==> src/rtl/ftq_tage_update_queue_pkg.sv <==
// Shared defaults and derivations for the FTQ / TAGE update queue.
// Counter constants are computed from the counter width so all users agree.
package ftq_tage_update_queue_pkg;

    localparam int unsigned FTQ_DEF_DEPTH  = 32'd8;
    localparam int unsigned FTQ_DEF_TABLES = 32'd6;
    localparam int unsigned FTQ_DEF_CNTW   = 32'd3;
    localparam int unsigned FTQ_DEF_PCW    = 32'd32;

    typedef enum logic [0:0] {
        ERR_CMT_EMPTY = 1'b0,
        ERR_BAD_REDIR = 1'b1
    } ftq_err_e;

    function automatic int unsigned ftq_iw(input int unsigned depth);
        return $clog2(depth);
    endfunction

    function automatic int unsigned ftq_nw(input int unsigned tables);
        return $clog2(tables + 32'd1);
    endfunction

    function automatic int unsigned ftq_weak_taken(input int unsigned cntw);
        return 32'd1 << (cntw - 32'd1);
    endfunction

    function automatic int unsigned ftq_weak_not_taken(input int unsigned cntw);
        return (32'd1 << (cntw - 32'd1)) - 32'd1;
    endfunction

endpackage

==> src/rtl/ftq_tage_update_queue_update.sv <==
// Combinational TAGE update rules for the committing head entry:
// saturating provider/useful arithmetic and lowest-free-table allocation search.
module ftq_update_logic
    import ftq_tage_update_queue_pkg::*;
#(
    parameter int unsigned TABLES = FTQ_DEF_TABLES,
    parameter int unsigned CNTW   = FTQ_DEF_CNTW,
    parameter int unsigned NW     = ftq_nw(TABLES)
)(
    input  logic [NW-1:0]          provider_i,
    input  logic [CNTW-1:0]        prov_ctr_i,
    input  logic [TABLES*CNTW-1:0] useful_i,
    input  logic                   mispred_i,
    input  logic                   taken_i,
    output logic [CNTW-1:0]        prov_ctr_o,
    output logic [TABLES-1:0]      useful_we_o,
    output logic [TABLES*CNTW-1:0] useful_data_o,
    output logic                   alloc_valid_o,
    output logic [NW-1:0]          alloc_table_o,
    output logic [CNTW-1:0]        alloc_ctr_o
);

    localparam logic [CNTW-1:0] CTR_MAX = {CNTW{1'b1}};
    localparam logic [CNTW-1:0] CTR_WT  = CNTW'(ftq_weak_taken(CNTW));
    localparam logic [CNTW-1:0] CTR_WNT = CNTW'(ftq_weak_not_taken(CNTW));

    function automatic logic [CNTW-1:0] sat_inc(input logic [CNTW-1:0] v);
        return (v == CTR_MAX) ? v : v + CNTW'(1'b1);
    endfunction

    function automatic logic [CNTW-1:0] sat_dec(input logic [CNTW-1:0] v);
        return (v == {CNTW{1'b0}}) ? v : v - CNTW'(1'b1);
    endfunction

    logic [CNTW-1:0]   use_s [TABLES];
    logic [CNTW-1:0]   inc_s [TABLES];
    logic [CNTW-1:0]   dec_s [TABLES];
    logic [TABLES-1:0] is_prov_s;
    logic [TABLES-1:0] above_s;
    logic [TABLES-1:0] cand_s;
    logic [NW-1:0]     pick_s;

    for (genvar g = 0; g < TABLES; g++) begin : g_tbl
        assign use_s[g]     = useful_i[g*CNTW +: CNTW];
        assign inc_s[g]     = sat_inc(use_s[g]);
        assign dec_s[g]     = sat_dec(use_s[g]);
        assign is_prov_s[g] = (provider_i == NW'(g + 1));
        assign above_s[g]   = (provider_i < NW'(g + 1));
        assign cand_s[g]    = above_s[g] && (use_s[g] == {CNTW{1'b0}});
    end

    // Update decision: provider counter always, then useful refresh or allocation.
    always_comb begin
        prov_ctr_o    = taken_i ? sat_inc(prov_ctr_i) : sat_dec(prov_ctr_i);
        pick_s        = '0;
        useful_we_o   = '0;
        useful_data_o = '0;
        alloc_valid_o = 1'b0;
        alloc_table_o = '0;
        alloc_ctr_o   = '0;
        // Scan downwards so the lowest eligible table wins.
        for (int t = TABLES - 1; t >= 0; t--) begin
            pick_s = cand_s[t] ? NW'(t + 1) : pick_s;
        end
        if (!mispred_i) begin
            useful_we_o = is_prov_s;
        end else if (provider_i < NW'(TABLES)) begin
            if (|cand_s) begin
                alloc_valid_o = 1'b1;
                alloc_table_o = pick_s;
                alloc_ctr_o   = taken_i ? CTR_WT : CTR_WNT;
            end else begin
                useful_we_o = above_s;
            end
        end else begin
            useful_we_o = '0;
        end
        for (int t = 0; t < TABLES; t++) begin
            useful_data_o[t*CNTW +: CNTW] = useful_we_o[t] ? (mispred_i ? dec_s[t] : inc_s[t])
                                                          : {CNTW{1'b0}};
        end
    end

endmodule

==> src/rtl/ftq_tage_update_queue.sv <==
// Fetch target queue holding TAGE prediction metadata per fetch block; retires
// in order on branch commit and emits registered TAGE update/allocation commands.
module ftq_tage_update_queue
    import ftq_tage_update_queue_pkg::*;
#(
    parameter  int unsigned DEPTH  = FTQ_DEF_DEPTH,
    parameter  int unsigned TABLES = FTQ_DEF_TABLES,
    parameter  int unsigned CNTW   = FTQ_DEF_CNTW,
    parameter  int unsigned PCW    = FTQ_DEF_PCW,
    localparam int unsigned IW     = ftq_iw(DEPTH),
    localparam int unsigned NW     = ftq_nw(TABLES)
)(
    input  logic                   Clk,
    input  logic                   Rest,
    input  logic                   Stop,
    input  logic                   Flush,
    input  logic                   EnqValid,
    output logic                   EnqReady,
    input  logic [NW-1:0]          EnqProvider,
    input  logic [CNTW-1:0]        EnqProvCtr,
    input  logic [TABLES*CNTW-1:0] EnqUseful,
    output logic [IW-1:0]          EnqIdx,
    input  logic                   CmtValid,
    input  logic                   CmtMispred,
    input  logic                   CmtTaken,
    input  logic [PCW-1:0]         CmtPc,
    input  logic                   RedirValid,
    input  logic [IW-1:0]          RedirIdx,
    output logic                   Full,
    output logic                   Empty,
    output logic [IW:0]            Count,
    output logic                   UpdValid,
    output logic [PCW-1:0]         UpdPc,
    output logic [NW-1:0]          UpdProvider,
    output logic [CNTW-1:0]        UpdProvCtr,
    output logic [TABLES-1:0]      UsefulWe,
    output logic [TABLES*CNTW-1:0] UsefulData,
    output logic                   AllocValid,
    output logic [NW-1:0]          AllocTable,
    output logic [CNTW-1:0]        AllocCtr,
    output logic [1:0]             ErrSticky
);

    localparam logic [IW:0] PTR_ONE = {{IW{1'b0}}, 1'b1};

    logic [NW-1:0]          prov_mem_q   [DEPTH];
    logic [CNTW-1:0]        ctr_mem_q    [DEPTH];
    logic [TABLES*CNTW-1:0] useful_mem_q [DEPTH];

    logic [IW:0] head_q, head_d, tail_q, tail_d, count_s;
    logic [1:0]  err_q, err_d;
    logic [IW-1:0] redir_off_s;
    logic full_s, empty_s, enq_fire_s, cmt_fire_s, upd_fire_s, wr_en_s, redir_ok_s;

    logic [CNTW-1:0]        lg_ctr_s;
    logic [TABLES-1:0]      lg_we_s;
    logic [TABLES*CNTW-1:0] lg_data_s;
    logic                   lg_av_s;
    logic [NW-1:0]          lg_at_s;
    logic [CNTW-1:0]        lg_ac_s;

    logic                   upd_valid_q, alloc_valid_q;
    logic [PCW-1:0]         upd_pc_q;
    logic [NW-1:0]          upd_prov_q, alloc_table_q;
    logic [CNTW-1:0]        upd_ctr_q, alloc_ctr_q;
    logic [TABLES-1:0]      useful_we_q;
    logic [TABLES*CNTW-1:0] useful_data_q;

    // Occupancy, handshakes and redirect range check from the current pointers.
    always_comb begin
        count_s     = tail_q - head_q;
        empty_s     = (head_q == tail_q);
        full_s      = (head_q[IW-1:0] == tail_q[IW-1:0]) && (head_q[IW] != tail_q[IW]);
        enq_fire_s  = EnqValid && !full_s && !Stop;
        cmt_fire_s  = CmtValid && !empty_s;
        upd_fire_s  = cmt_fire_s && !Flush;
        wr_en_s     = enq_fire_s && !Flush && !RedirValid;
        redir_off_s = RedirIdx - head_q[IW-1:0];
        redir_ok_s  = ({1'b0, redir_off_s} < count_s);
    end

    // Pointer and error next state; Flush beats Redirect beats Enqueue.
    always_comb begin
        head_d = head_q;
        tail_d = tail_q;
        err_d  = err_q;
        if (CmtValid && empty_s) begin
            err_d[ERR_CMT_EMPTY] = 1'b1;
        end else begin
            err_d[ERR_CMT_EMPTY] = err_q[ERR_CMT_EMPTY];
        end
        if (Flush) begin
            head_d = '0;
            tail_d = '0;
        end else begin
            head_d = cmt_fire_s ? head_q + PTR_ONE : head_q;
            if (RedirValid) begin
                if (redir_ok_s) begin
                    tail_d = head_q + {1'b0, redir_off_s} + PTR_ONE;
                end else begin
                    err_d[ERR_BAD_REDIR] = 1'b1;
                end
            end else if (wr_en_s) begin
                tail_d = tail_q + PTR_ONE;
            end else begin
                tail_d = tail_q;
            end
        end
    end

    // Pointer and sticky error registers.
    always_ff @(posedge Clk or posedge Rest) begin
        if (Rest) begin
            head_q <= '0;
            tail_q <= '0;
            err_q  <= '0;
        end else begin
            head_q <= head_d;
            tail_q <= tail_d;
            err_q  <= err_d;
        end
    end

    // Entry storage is written on enqueue only and carries no reset.
    always_ff @(posedge Clk) begin
        if (wr_en_s) begin
            prov_mem_q[tail_q[IW-1:0]]   <= EnqProvider;
            ctr_mem_q[tail_q[IW-1:0]]    <= EnqProvCtr;
            useful_mem_q[tail_q[IW-1:0]] <= EnqUseful;
        end
    end

    ftq_update_logic #(
        .TABLES (TABLES),
        .CNTW   (CNTW),
        .NW     (NW)
    ) u_update (
        .provider_i    (prov_mem_q[head_q[IW-1:0]]),
        .prov_ctr_i    (ctr_mem_q[head_q[IW-1:0]]),
        .useful_i      (useful_mem_q[head_q[IW-1:0]]),
        .mispred_i     (CmtMispred),
        .taken_i       (CmtTaken),
        .prov_ctr_o    (lg_ctr_s),
        .useful_we_o   (lg_we_s),
        .useful_data_o (lg_data_s),
        .alloc_valid_o (lg_av_s),
        .alloc_table_o (lg_at_s),
        .alloc_ctr_o   (lg_ac_s)
    );

    // Registered update command; every field returns to zero between strobes.
    always_ff @(posedge Clk or posedge Rest) begin
        if (Rest) begin
            upd_valid_q   <= 1'b0;
            upd_pc_q      <= '0;
            upd_prov_q    <= '0;
            upd_ctr_q     <= '0;
            useful_we_q   <= '0;
            useful_data_q <= '0;
            alloc_valid_q <= 1'b0;
            alloc_table_q <= '0;
            alloc_ctr_q   <= '0;
        end else begin
            upd_valid_q   <= upd_fire_s;
            upd_pc_q      <= upd_fire_s ? CmtPc : '0;
            upd_prov_q    <= upd_fire_s ? prov_mem_q[head_q[IW-1:0]] : '0;
            upd_ctr_q     <= upd_fire_s ? lg_ctr_s : '0;
            useful_we_q   <= upd_fire_s ? lg_we_s : '0;
            useful_data_q <= upd_fire_s ? lg_data_s : '0;
            alloc_valid_q <= upd_fire_s && lg_av_s;
            alloc_table_q <= upd_fire_s ? lg_at_s : '0;
            alloc_ctr_q   <= upd_fire_s ? lg_ac_s : '0;
        end
    end

    assign EnqReady    = !full_s && !Stop;
    assign EnqIdx      = tail_q[IW-1:0];
    assign Full        = full_s;
    assign Empty       = empty_s;
    assign Count       = count_s;
    assign ErrSticky   = err_q;
    assign UpdValid    = upd_valid_q;
    assign UpdPc       = upd_pc_q;
    assign UpdProvider = upd_prov_q;
    assign UpdProvCtr  = upd_ctr_q;
    assign UsefulWe    = useful_we_q;
    assign UsefulData  = useful_data_q;
    assign AllocValid  = alloc_valid_q;
    assign AllocTable  = alloc_table_q;
    assign AllocCtr    = alloc_ctr_q;

endmodule

==> config.mk <==
export PLATFORM = sky130hd
export DESIGN_NAME = ftq_tage_update_queue
export DESIGN_NICKNAME = d
export VERILOG_FILES = /design/src/rtl/ftq_tage_update_queue_pkg.sv /design/src/rtl/ftq_tage_update_queue_update.sv /design/src/rtl/ftq_tage_update_queue.sv
export SDC_FILE = /design/constraint.sdc
export NUM_CORES = 1
export LEC_CHECK = 0
export ABC_AREA = 1
export CORE_MARGIN = 2
export CORE_UTILIZATION = 60
export CTS_CLUSTER_SIZE = 16
export DETAILED_ROUTE_END_ITERATION = 7
export PLACE_DENSITY = 0.85
export SYNTH_ARGS = -nofsm -noshare
export SYNTH_HDL_FRONTEND = slang
export SYNTH_HIERARCHICAL = 1
export SYNTH_SLANG_ARGS = --single-unit
==> constraint.sdc <==
create_clock -name Clk -period 5.72 [get_ports Clk]
set_input_delay 1.144 -clock Clk [delete_from_list [all_inputs] [get_ports Clk]]
set_output_delay 1.144 -clock Clk [all_outputs]
set_load 0.005 [all_outputs]
==> results.py <==
metrics = {
    "run_status": {
        "outcome": "finished, final reports clean",
    },
    "finish": {
        "design_area_um2": 14800,
        "diodes": 0,
        "nNetsFinal": 1413,
        "syn2layout_area_growth_pct": 20.6,
        "post-route-util": 0.734,
        "layoutNonFillerInstCount": 1600,
        "final_common_cell": "nor2_1",
        "most-common-layout-cells": "nor2_1, edfxtp_1, clkdlybuf4s50_1",
        "drive_gt1_frac": 0.0895,
    },
    "drt": {
        "num_vias": 8724,
        "viasPerCell": 5.45,
        "first_pass_iters": 6,
        "ant_nets": 0,
        "dr.first_iter.drc_count": 926,
        "wl_per_cell_um": 16.9,
        "routed_wl_um": 27100,
        "drc_errors": 0,
    },
    "floorplanning": {
        "die_h_um": 147,
        "initial_core_util": 0.609,
        "die-area_um2": 21600,
        "core_um2": 20200,
        "num_io_pins": 150,
        "fp-row-count": 52,
        "die_w_um": 147,
    },
    "setup_path": {
        "cp-end-kind": "output port",
        "rr_startpoint": "head_q[0]",
        "critPathTopFamily": "buffers and inverters",
        "critPathArrivalTime_ns": 2.97,
        "startpoint": "head_q[1]",
        "required_ns": 4.58,
        "crit_top_cell": "inv_1",
        "path_cells": "inv_1, ha_1, nand3_1, nand2b_4, inv_1, nor2_1, clkdlybuf4s50_1",
        "cpPeakStageDelay_ns": 0.62,
        "start_kind": "flip-flop",
        "reg2reg_depth": 18,
        "slowest_stage": "inv_1",
        "path_class": "flip-flop to output port",
        "cp_num_cells": 7,
        "path_buf_inv": 3,
        "path_max_fanout": 22,
    },
    "sta": {
        "fmax_mhz": 243,
        "maxSlewViolCount": 0,
        "period_minus_slack_ns": 4.12,
        "slew_headroom": 0.372,
        "setup_viol": 0,
        "rsz0062_at_grt": "no",
        "fin_worst_skew_ns": 0.0268,
        "tns_ns": 0,
        "fin_crit_sh": 0.720,
        "hold_viol": 0,
        "tightest_slew_ns": 0.942,
    },
    "place": {
        "io_buffers": 149,
        "placedCellCount": 1550,
        "place_congestion": 0.887,
        "dp_hpwl_um": 17100,
        "dpl_cell_area_um2": 13900,
    },
    "synth": {
        "synth_top_family_by_area": "simple AND/OR/NAND/NOR gates",
        "post_synth_xor_area_fraction": 0.0114,
        "synth-async-reset-ratio": 0.294,
        "synthCells": 1168,
        "synthTopCellsByArea": "edfxtp_1, dfrtp_1, nor2_1",
        "synth_warnings": 6,
        "syn_avg_cell_area_um2": 10.5,
        "synth_top_cell_area_share": 0.470,
        "synth-main-ff-cell": "edfxtp_1",
        "synthMuxAreaShare": 0,
        "yosysSeqAreaShare": 0.633,
        "synth_edf_count": 192,
        "synth_adder_area_share": 0.0385,
        "synth_area_um2": 12300,
        "mappedNetlistNets": 1272,
        "synth-compound-area-share": 0.0927,
        "synthSimpleGateAreaFrac": 0.153,
        "synthDistinctLibCells": 45,
        "ys_seq_elements": 272,
        "yosysTopAreaCell": "edfxtp_1",
    },
    "worst_hold_path": {
        "min_from": "ErrSticky[0]",
        "hp-class": "flip-flop to flip-flop",
        "whs_path_depth": 1,
    },
    "global_route": {
        "antenna_found_initial": 0,
        "grtUsageTotal": 0.251,
        "grt_max_degree": 100,
        "grt_pass1_wl_um": 43200,
        "grt_pass1_vias": 8566,
        "grt-ovfl-total": 0,
    },
    "power": {
        "power_density_nw_per_um2": 411,
        "vdd_ir_drop_max_v": 0.000312,
        "p_leak_uw": 0.00603,
        "power_uw": 6090,
    },
    "clock_network": {
        "htree_num_levels": 1,
        "clkSinkCount": 272,
        "cts_root_buffer": "clkbuf_16",
        "cts_setup_buffers": 0,
        "clkTransAtPathRegs_ns": 0.06,
        "worst_skew_pair.late_latency_ns": 0.54,
        "clock_path_buffers": 3,
        "cts_buffers": 27,
        "cts_hold_buf": 0,
        "cts_resized": 0,
        "cts_tree": "yes",
    },
    "run": {
        "cap_violations": 0,
    },
}
-- layer usage --
layer	GRT usage	vias to the layer above	part of all wire
met5	0	-	0
met4	0.0688	0	0.018
met3	0.0438	50	0.087
met2	0.436	414	0.49
met1	0.329	4124	0.40
li1	-	4136	-
-- where the power goes --
group          internal (uW)  switching (uW)  total [uW]  leakage (uW)
logic                    780            1260        2040       0.00278
registers               2230            75.5        2310       0.00281
clock network           1010             737        1740      0.000435
total                   4020            2070        6090       0.00603
-- logic make-up after synthesis --
logic type	after synthesis
simple gates	439
buf+inv	196
fa+ha+maj	36
flops	272
xor+xnor	16
compound gates	209
-- final cells by class --
class / count / area (um2)
Inverter: 144 / 549
Tap cell: 270 / 338
Clock inverter: 20 / 191
Sequential cell: 272 / 7770
Multi-Input combinational cell: 700 / 3670
Fill cell: 1301 / 5360
Timing Repair Buffer: 164 / 1600
Clock buffer: 30 / 687
-- path summary, 6_finish.rpt --
check,slack [ns],to
max,1.60,EnqReady
min,0.46,ErrSticky[0]
max reg2reg,1.89,UsefulData[14]
min reg2reg,0.46,ErrSticky[0]
max in group asynchronous,3.82,UpdProvCtr[0]
min in group asynchronous,0.89,ErrSticky[1]
-- state kept, by name (all words and copies together), names as in the netlist --
name and cells:
UpdPc 32, AllocValid 1, UsefulData 18, UsefulWe 6, prov_mem_q 24, AllocCtr 3, head_q 4, ctr_mem_q 24
tail_q 4, AllocTable 3, UpdProvider 3, useful_mem_q 144, UpdProvCtr 3, UpdValid 1, ErrSticky 2
-- synthesized netlist by cell type, types with 6 or more instances --
cell type	count
xor2_1	10
o22ai_1	14
buf_2	17
nor3_1	6
o21ai_0	128
nor2_1	228
a21oi_1	31
nand2_1	147
nor2_2	11
inv_2	8
edfxtp_1	192
buf_4	13
ha_1	33
dfrtp_1	80
xnor2_1	6
inv_1	133
nand3_1	18
a31oi_1	21
buf_6	6
clkbuf_1	14
nand2_2	12
-- metrics by stage --
stage / setup slack (ns) / hold slack [ns]
final: 1.60 / 0.460
after floorplan: 1.93 / 0.451
after global routing: 1.45 / 0.489
after CTS: 1.60 / 0.464
after global placement: 2.13 / 0.439
after detailed placement: 1.98 / 0.445
Note: power is estimated with default switching activity, not from simulation.
